[config.mk]
export PLATFORM = sky130hd
export DESIGN_NAME = serial_frame_ctrl
export DESIGN_NICKNAME = d
export VERILOG_FILES = /design/src/rtl/serial_ctrl_pkg.sv /design/src/rtl/sipo_shift.sv /design/src/rtl/serial_frame_ctrl.sv
export SDC_FILE = /design/constraint.sdc
export NUM_CORES = 1
export LEC_CHECK = 0
export CORE_MARGIN = 2
export CORE_UTILIZATION = 59
export CTS_CLUSTER_DIAMETER = 80
export DETAILED_ROUTE_END_ITERATION = 16
export PLACE_DENSITY = 0.83
export SETUP_SLACK_MARGIN = 0.15
export SYNTH_ARGS = -nofsm -noshare
export SYNTH_HDL_FRONTEND = slang
export SYNTH_SLANG_ARGS = --single-unit
[constraint.sdc]
create_clock -name clk -period 4.1 [get_ports clk]
set_clock_uncertainty 0.2 [all_clocks]
set_input_delay 0.615 -clock clk [delete_from_list [all_inputs] [get_ports clk]]
set_output_delay 0.615 -clock clk [all_outputs]
set_load 0.02 [all_outputs]
[src/rtl/serial_ctrl_pkg.sv]
// Shared definitions for the serial frame receiver: state encoding,
// default geometry and a width helper for counters.
package serial_ctrl_pkg;

    localparam int DEFAULT_DATA_W = 8;
    localparam int DEFAULT_DIV    = 4;

    typedef enum logic [2:0] {
        ST_IDLE   = 3'd0,
        ST_START  = 3'd1,
        ST_DATA   = 3'd2,
        ST_PARITY = 3'd3,
        ST_STOP   = 3'd4,
        ST_BREAK  = 3'd5
    } state_t;

    // Counter width able to hold 0..value-1, never narrower than one bit.
    function automatic int min1_clog2(input int value);
        return (value > 1) ? $clog2(value) : 1;
    endfunction

endpackage

[src/rtl/sipo_shift.sv]
// Serial-in parallel-out shift register; each enabled shift moves the
// register one place toward bit 0 and inserts din at the MSB (LSB-first line).
module sipo_shift #(
    parameter int DATA_W = 8
) (
    input  logic              clk,
    input  logic              rst,
    input  logic              shift_en,
    input  logic              din,
    output logic [DATA_W-1:0] q
);

    logic [DATA_W-1:0] r_q;
    logic [DATA_W-1:0] w_q_next;

    genvar gi;
    generate
        for (gi = 0; gi < DATA_W; gi++) begin : g_bit
            if (gi == DATA_W - 1) begin : g_msb
                assign w_q_next[gi] = din;
            end else begin : g_low
                assign w_q_next[gi] = r_q[gi+1];
            end
        end
    endgenerate

    always_ff @(posedge clk or negedge rst) begin
        if (!rst) begin
            r_q <= '0;
        end else if (shift_en) begin
            r_q <= w_q_next;
        end
    end

    assign q = r_q;

endmodule

[src/rtl/serial_frame_ctrl.sv]
// Serial frame receiver: detects a start bit, samples din mid-bit every DIV
// clocks, checks optional even parity and the stop bit, and holds the frame for a consumer.
module serial_frame_ctrl
    import serial_ctrl_pkg::*;
#(
    parameter int DATA_W    = DEFAULT_DATA_W,
    parameter int DIV       = DEFAULT_DIV,
    parameter int PARITY_EN = 1
) (
    input  logic              clk,
    input  logic              rst,
    input  logic              din,
    output logic [DATA_W-1:0] dout,
    output logic              dout_valid,
    input  logic              dout_ready,
    output logic              parity_err,
    output logic              frame_err,
    output logic              overrun,
    output logic              busy
);

    localparam int DIV_W = min1_clog2(DIV);
    localparam int CNT_W = min1_clog2(DATA_W);

    localparam logic [DIV_W-1:0] HALF_LAST = DIV_W'(DIV / 2 - 1);
    localparam logic [DIV_W-1:0] FULL_LAST = DIV_W'(DIV - 1);
    localparam logic [CNT_W-1:0] BIT_LAST  = CNT_W'(DATA_W - 1);

    state_t            r_state;
    state_t            w_state_next;
    logic [DIV_W-1:0]  r_div;
    logic [DIV_W-1:0]  w_div_next;
    logic [CNT_W-1:0]  r_cnt;
    logic [CNT_W-1:0]  w_cnt_next;
    logic              r_par;
    logic              w_par_next;
    logic [DATA_W-1:0] r_dout;
    logic [DATA_W-1:0] w_dout_next;
    logic              r_valid;
    logic              w_valid_next;
    logic              r_perr;
    logic              w_perr_next;
    logic              r_ferr;
    logic              w_ferr_next;
    logic              r_ovr;
    logic              w_ovr_next;

    logic              w_shift_en;
    logic [DATA_W-1:0] w_shift_q;
    logic              w_tick_half;
    logic              w_tick_full;

    sipo_shift #(
        .DATA_W(DATA_W)
    ) u_sipo (
        .clk     (clk),
        .rst     (rst),
        .shift_en(w_shift_en),
        .din     (din),
        .q       (w_shift_q)
    );

    assign w_tick_half = (r_div == HALF_LAST);
    assign w_tick_full = (r_div == FULL_LAST);

    always_ff @(posedge clk or negedge rst) begin
        if (!rst) begin
            r_state <= ST_IDLE;
            r_div   <= '0;
            r_cnt   <= '0;
            r_par   <= 1'b0;
            r_dout  <= '0;
            r_valid <= 1'b0;
            r_perr  <= 1'b0;
            r_ferr  <= 1'b0;
            r_ovr   <= 1'b0;
        end else begin
            r_state <= w_state_next;
            r_div   <= w_div_next;
            r_cnt   <= w_cnt_next;
            r_par   <= w_par_next;
            r_dout  <= w_dout_next;
            r_valid <= w_valid_next;
            r_perr  <= w_perr_next;
            r_ferr  <= w_ferr_next;
            r_ovr   <= w_ovr_next;
        end
    end

    always_comb begin
        w_state_next = r_state;
        w_div_next   = r_div;
        w_cnt_next   = r_cnt;
        w_par_next   = r_par;
        w_dout_next  = r_dout;
        w_valid_next = r_valid;
        w_perr_next  = r_perr;
        w_ferr_next  = 1'b0;
        w_ovr_next   = r_ovr;
        w_shift_en   = 1'b0;

        // A handshake frees the output register; a frame landing this same edge refills it below.
        if (r_valid && dout_ready) begin
            w_valid_next = 1'b0;
        end

        case (r_state)
            ST_IDLE: begin
                if (!din) begin
                    w_state_next = ST_START;
                    w_div_next   = '0;
                    w_cnt_next   = '0;
                    w_par_next   = 1'b0;
                end
            end

            ST_START: begin
                if (w_tick_half) begin
                    w_div_next   = '0;
                    w_state_next = din ? ST_IDLE : ST_DATA;
                end else begin
                    w_div_next = r_div + 1'b1;
                end
            end

            ST_DATA: begin
                if (w_tick_full) begin
                    w_div_next = '0;
                    w_shift_en = 1'b1;
                    if (r_cnt == BIT_LAST) begin
                        w_cnt_next   = '0;
                        w_state_next = (PARITY_EN != 0) ? ST_PARITY : ST_STOP;
                    end else begin
                        w_cnt_next = r_cnt + 1'b1;
                    end
                end else begin
                    w_div_next = r_div + 1'b1;
                end
            end

            ST_PARITY: begin
                if (w_tick_full) begin
                    w_div_next   = '0;
                    w_par_next   = din ^ (^w_shift_q);
                    w_state_next = ST_STOP;
                end else begin
                    w_div_next = r_div + 1'b1;
                end
            end

            ST_STOP: begin
                if (w_tick_full) begin
                    w_div_next = '0;
                    if (din) begin
                        w_state_next = ST_IDLE;
                        if (!r_valid || dout_ready) begin
                            w_dout_next  = w_shift_q;
                            w_perr_next  = (PARITY_EN != 0) ? r_par : 1'b0;
                            w_valid_next = 1'b1;
                        end else begin
                            w_ovr_next = 1'b1;
                        end
                    end else begin
                        w_ferr_next  = 1'b1;
                        w_state_next = ST_BREAK;
                    end
                end else begin
                    w_div_next = r_div + 1'b1;
                end
            end

            ST_BREAK: begin
                if (din) begin
                    w_state_next = ST_IDLE;
                end
            end

            default: begin
                w_state_next = ST_IDLE;
            end
        endcase
    end

    assign dout       = r_dout;
    assign dout_valid = r_valid;
    assign parity_err = r_perr;
    assign frame_err  = r_ferr;
    assign overrun    = r_ovr;
    assign busy       = (r_state != ST_IDLE);

endmodule

==> results.ini, run 1 <==
[worst_setup_path]
worst_setup_path_start_kind=register
critical_path_peak_fanout=13
cp_data_required_time_ns=3.28
timing.critical_path.buf_inv=1
crit_arrival_ns=1.90
critical-path-top-delay-family=flip-flops
slowest_delay_ns=0.55
critical-path-slowest-cell=sky130_fd_sc_hd__dfrtp_1
critical_path.endpoint_type=output pin
critPathKind=reg2out
crit_path_cell_trace=nor2_1 -> nand2_1 -> clkdlybuf4s50_1

[synthesis]
synthesis.area_per_instance_um2=11.9
syn-instance-count=125
synth-warning-count=0
synth_sequential_area_ratio=0.490
synth_area_um2=1480
synth-seq-cells=29
ys_types=32
net_count_synth=134

[detailed_routing]
drtAntennaViolNets=0
avgRoutedWirePerCell_um=15.5
drt_first_iter_violations=8
first_pass_iters=4
drcViolationCount=0
vias_per_cell=5.67
dr_total_vias=992
wirelength_um=2700

[pwr]
post-layout-total-power_uw=901
power_leakage_uw=0.000846
pwr_density_cell_nw_per_um2=522
irDropWorstVdd_uv=458

[sta]
worst_pin_slew_ns=0.552
rsz0062_at_grt=false
fin_tns_setup_ns=0
clock.fmax_ghz=0.369
slew_violations=0
setup_violation_total_in_the_final_timing_report=0
max-slew-margin-rel=0.632
final_hold_viol_count=0
layout_min_cycle_time_ns=2.71
final.period_utilization=0.661

[floorplan]
area_enclosed_by_the_die_boundary_um2=2930
placement_rows=18
start_util=0.609
io_pins=17
die_w_um=54.1
floorplan.core_area_um2=2430
die_h_um=54.1

[placed_design]
place.port_buffers=16
finalWeightedCongestion=0.845
place.detailed.hpwl_um=1870

[clocking]
cts_setup_buffers=0
cts.reportedPaths.clkPinSlew_ns=0.10
cts_buffers=5
tritoncts_num_sinks=29
cts_resized=0
worstSkewPairLatency_ns=0.34
cts_max_level=2
cts_max_path_buffers=2
cts_hold_repair.buffers=0
cts_tree=yes
cts-root-buf=sky130_fd_sc_hd__clkbuf_4

[cells_and_area]
fin_util=0.710
antennaDiodeCount=0
final_layout_size_suffix_gt1_frac=0.214
area_growth_syn_to_fin_pct=16.6
finish.net_count=153

[global_route]
first_global_vias=942
grt_pass1_wl_um=4530
grt_usage=0.225
grt_antenna_before_repair=0
maximum_number_of_pins_on_one_net_before_global_route_repair=30
grt_overflow=0

[min_path]
min_path_type=reg2reg

[job]
max-cap-violations=0

[run_status]
run_status=completed

## logic make-up (layout without fill, tap and decap cells)
group                      count (synthesis)  after routing  synth area share
and+or+nand+nor                           33             33             0.133
DFF                                       29             29             0.490
AOI/OAI and AO/OA                         24             24            0.0938
muxes                                     18             18             0.160
buffers and inverters                      9             29            0.0304
xor gates and xnor gates                   7              7            0.0507
adders and majority gates                  5              5            0.0422
## worst reg2reg max path: stages, from the launching register on
cell and delay, ns:
sky130_fd_sc_hd__dfrtp_1 0.45, sky130_fd_sc_hd__ha_1 0.54, sky130_fd_sc_hd__nand2_1 0.20, sky130_fd_sc_hd__nor3_4 0.38, sky130_fd_sc_hd__mux2_2 0.39
## layer usage
metal / vias to the layer above / part of all wire / global-route usage
li1: 476 / - / -
met1: 484 / 0.42 / 0.277
met2: 26 / 0.52 / 0.358
met3: 6 / 0.045 / 0.0944
met4: 0 / 0.018 / 0.0750
met5: - / 0 / 0
## synth_stat cells
library cell                n  area share
sky130_fd_sc_hd__nor3_1     1      0.0034
sky130_fd_sc_hd__nor2_1     4       0.010
sky130_fd_sc_hd__buf_6      1      0.0076
sky130_fd_sc_hd__o21ai_0   12       0.041
sky130_fd_sc_hd__dfrtp_1   29        0.49
sky130_fd_sc_hd__mux2_4     9       0.091
sky130_fd_sc_hd__a31oi_1    4       0.017
sky130_fd_sc_hd__buf_2      3       0.010
sky130_fd_sc_hd__nand4_2    1      0.0084
sky130_fd_sc_hd__clkbuf_1   1      0.0025
sky130_fd_sc_hd__ha_1       5       0.042
sky130_fd_sc_hd__o211ai_1   1      0.0051
sky130_fd_sc_hd__xnor2_1    5       0.030
sky130_fd_sc_hd__xor2_1     1      0.0059
sky130_fd_sc_hd__nand2b_4   1      0.0093
sky130_fd_sc_hd__mux2_2     9       0.068
sky130_fd_sc_hd__o21bai_1   1      0.0051
sky130_fd_sc_hd__xnor3_1    1       0.015
sky130_fd_sc_hd__o22ai_1    1      0.0042
sky130_fd_sc_hd__o311ai_0   1      0.0059
sky130_fd_sc_hd__nor2_4     1      0.0076
sky130_fd_sc_hd__nor3_4     1       0.011
sky130_fd_sc_hd__nor3b_1    1      0.0051
sky130_fd_sc_hd__a32oi_1    1      0.0059
sky130_fd_sc_hd__inv_1      4       0.010
sky130_fd_sc_hd__nor2b_1    5       0.021
sky130_fd_sc_hd__nand2b_1   1      0.0042
sky130_fd_sc_hd__and3_1     2      0.0084
sky130_fd_sc_hd__or3b_1     1      0.0059
sky130_fd_sc_hd__nand3_1    4       0.014
sky130_fd_sc_hd__a21oi_1    3       0.010
sky130_fd_sc_hd__nand2_1   10       0.025
## cell usage in the layout (no fill, tap or decap), types with 5 or more instances in the layout
master                            Yosys  routed
sky130_fd_sc_hd__clkdlybuf4s50_1      0      16
sky130_fd_sc_hd__nand2_1             10      10
sky130_fd_sc_hd__clkbuf_4             0       5
sky130_fd_sc_hd__mux2_4               9       9
sky130_fd_sc_hd__xnor2_1              5       5
sky130_fd_sc_hd__o21ai_0             12      12
sky130_fd_sc_hd__nor2b_1              5       5
sky130_fd_sc_hd__ha_1                 5       5
sky130_fd_sc_hd__dfrtp_1             29      29
sky130_fd_sc_hd__mux2_2               9       9
## report_power, final
part / switching (uW) / internal (uW)
Combinational: 150 / 139
Clock: 102 / 99.2
Sequential: 79.7 / 330
Total: 332 / 569
## flip-flops by register name, indices dropped and copies added, names as in the netlist
signal,flops
dout,8
u_sipo.q,8
r_cnt,3
r_state,3
r_div,2
dout_valid,1
frame_err,1
overrun,1
parity_err,1
r_par,1
## path summary, 6_finish.rpt
kind / cells past startpoint / slack, ns / to / start
max: 3 / 1.39 / busy / r_state[2]
min: 1 / 0.31 / overrun / overrun
max reg2reg: 4 / 1.82 / u_sipo.q[5] / r_div[0]
min reg2reg: 1 / 0.31 / overrun / overrun
max in group asynchronous: 2 / 2.98 / r_cnt[0] / rst
min in group asynchronous: 2 / 0.45 / r_state[2] / rst
## per-stage QoR
stage	hold slack, ns	instances	setup slack, ns	cell area, um^2
2_1_floorplan	0.119	125	2.27	1480
3_3_place_gp	0.266	167	1.77	1660
3_5_place_dp	0.283	167	1.78	1660
4_1_cts	0.311	175	1.39	1730
5_1_grt	0.315	175	1.29	1730
6_report	0.308	175	1.39	1730
## area by class of cell
cell class	instances	area, um^2
Multi-Input combinational cell	87	711
Sequential cell	29	726
Clock buffer	7	65.1
Tap cell	30	37.5
Fill cell	190	706
Timing Repair Buffer	17	168
Inverter	4	15.0
Clock inverter	1	5.00
No activity file was read; power rests on OpenSTA's default activity.
==> inputs of run 2 (changes only) <==
- CORE_UTILIZATION: 59 -> 49
- PLACE_DENSITY: 0.83 -> 0.74
- clock period: 4.1 -> 2.3 ns (I/O delays scaled with it)
==> run 2 against run 1 <==
Effect of this change: the run now ends with design-rule violations left; sequential share of layout area is 1.5 points lower; power is 86% higher; final cell count is 4.6% higher; worst setup slack worse by 0.96 ns; count of clock-buffer cells in the layout stayed put; sequential power is 65% higher; clock power is 77% higher; global-route usage is 6.0 points lower; flip-flop and latch count stayed put.
==> results.ini, run 2 (synthesis gave the netlist of run 1 again) <==
[run_status]
run_status=finished, violations left
violated_checks=design-rule violations

[placed_design]
finalWeightedCongestion=0.812  ; -3.9%
place.port_buffers=16  ; unchanged
postPlaceCellArea_um2=1700  ; +2.3%
place.detailed.hpwl_um=1850  ; -0.74%
dp.cells=173  ; +3.6%

[clocking]
cts_buffers=5  ; unchanged
tritoncts_num_sinks=29  ; unchanged
cts.reportedPaths.clkPinSlew_ns=0.10  ; about the same
cts_max_level=2  ; unchanged
cts_max_path_buffers=2  ; unchanged
cts_tree=yes
cts-root-buf=sky130_fd_sc_hd__clkbuf_4
worstSkewPairLatency_ns=0.33  ; about the same

[cells_and_area]
layout.cells.most_common=sky130_fd_sc_hd__dfrtp_1
multi_input_area_um2=718  ; +1.1%
final_cell_area_um2=1790  ; +3.8%
area_growth_syn_to_fin_pct=20.9
finish.net_count=160  ; +4.6%
storage_element_area_um2=727  ; +0.17%
final_layout_size_suffix_gt1_frac=0.263  ; +0.0494
fin_util=0.639  ; -0.0712
fillCellCount=227  ; +19%
antennaDiodeCount=0  ; unchanged
final_cell_mix=sky130_fd_sc_hd__dfrtp_1, sky130_fd_sc_hd__clkdlybuf4s50_1, sky130_fd_sc_hd__o21ai_0, sky130_fd_sc_hd__nand2_1
final-instance-count-excl-fill=183  ; +4.6%

[worst_setup_path]
worstRegToRegCells=4  ; unchanged
critical_path.endpoint_type=register
worstReg2RegEnd=u_sipo.q[5]
cp_data_required_time_ns=2.32  ; -0.96 ns
worst_setup_path_start_kind=register
critical_path_peak_fanout=8  ; -5
rr_startpoint=r_div[0]
critPathKind=reg2reg
worst-r2r-setup-slack_ns=0.43  ; -1.39 ns
crit_arrival_ns=1.88  ; -0.02 ns

[pwr]
share_comb_of_total_power=0.385  ; +0.064
irDropWorstVdd_uv=479  ; +4.5%
switching_share=0.359  ; -0.00970
internal_power_uw=1080  ; +89%
seq_power_share=0.403  ; -0.052
net-switching-power_uw=603  ; +81%
pwr_density_cell_nw_per_um2=937  ; +80%
power_leakage_uw=0.000888  ; +5.0%
clock_power_share=0.212  ; -0.012
post-layout-total-power_uw=1680  ; +86%

[global_route]
grt_overflow=0  ; unchanged
maximum_number_of_pins_on_one_net_before_global_route_repair=30  ; unchanged
first_global_vias=986  ; +4.7%
grt_antenna_before_repair=0  ; unchanged
grt_usage=0.166  ; -0.0596
grt_pass1_wl_um=4240  ; -6.4%

[sta]
fin_tns_setup_ns=0  ; unchanged
clock.fmax_ghz=0.535
max-slew-margin-rel=0.714  ; +0.0815
layout_min_cycle_time_ns=1.87
worst_pin_slew_ns=0.428  ; -0.124 ns
rsz0062_at_grt=false
setup_violation_total_in_the_final_timing_report=0  ; unchanged
slew_violations=0  ; unchanged
final.period_utilization=0.812
final_hold_viol_count=0  ; unchanged

[floorplan]
io_pins=17  ; unchanged
start_util=0.528  ; -0.0810
area_enclosed_by_the_die_boundary_um2=3480  ; +19%
placement_rows=19  ; +1
die_h_um=59.0  ; +9.0%
floorplan.core_area_um2=2810  ; +15%
die_w_um=59.0  ; +9.0%

[detailed_routing]
drcViolationCount=2  ; +2
first_pass_iters=10  ; +6
drtAntennaViolNets=0  ; unchanged
drt_first_iter_violations=22  ; +14
vias_per_cell=5.53  ; -2.4%
wirelength_um=2620  ; -3.1%
dr_total_vias=1012  ; +2.0%
avgRoutedWirePerCell_um=14.3  ; -7.3%

[job]
max-cap-violations=0  ; unchanged

[min_path]
min_path_type=in2async

run 2: routing by layer:
metal	routed length [um]	share of wire	vias to the layer above	global-route usage
li1	-	-	492	-
met1	1160	0.44	492	0.197
met2	1310	0.50	24	0.273
met3	119	0.045	4	0.0590
met4	33	0.013	0	0.0682
met5	0	0	-	0
run 2: how the worst max path moves through the flow:
stage	slack [ns]	start	endpoint	cells after the start
3_5_place_dp	0.34	din	dout[0]	4
2_1_floorplan	0.54	r_div[0]	u_sipo.q[7]	4
4_1_cts	0.16	r_state[1]	busy	3
5_1_grt	0.31	r_div[0]	u_sipo.q[6]	4
3_3_place_gp	0.35	din	dout[0]	4
6_report	0.43	r_div[0]	u_sipo.q[5]	4
run 2: cell type report:
| type | instances | area share |
|---|---|---|
| sequential | 29 | 0.406 |
| timing repair buffer | 24 | 0.124 |
| clock inverter | 1 | 0.00279 |
| inverter | 4 | 0.00838 |
| tap | 31 | 0.0216 |
| multi-input combinational | 87 | 0.401 |
| clock buffer | 7 | 0.0363 |
run 2: what timing repair did:
| action | CTS | global route |
|---|---|---|
| setup endpoints to repair | 1 | 1 |
| hold buffers | 0 | 0 |
| buffers inserted | 0 | 2 |
| resized for setup | 3 | 1 |
run 2: power by group through the flow:
stage | clock, uW | sequential (uW) | combinational [uW]
5_1_grt | 385 | 686 | 724
6_report | 356 | 676 | 647
2_1_floorplan | 0 | 675 | 446
4_1_cts | 369 | 694 | 610
3_5_place_dp | 0 | 694 | 605
3_3_place_gp | 0 | 691 | 578
run 2: stage by stage:
step           setup WS [ns]  hold slack (ns)
6_report               0.432            0.197
5_1_grt                0.309            0.244
4_1_cts                0.164            0.196
3_5_place_dp           0.338            0.292
3_3_place_gp           0.354            0.260
2_1_floorplan          0.539           -0.151
run 2: critical path: stages (launching register included):
cell and delay (ns):
sky130_fd_sc_hd__dfrtp_1 0.46, sky130_fd_sc_hd__ha_1 0.23, sky130_fd_sc_hd__nand2_1 0.11, sky130_fd_sc_hd__nor3_4 0.35
sky130_fd_sc_hd__mux2_2 0.39
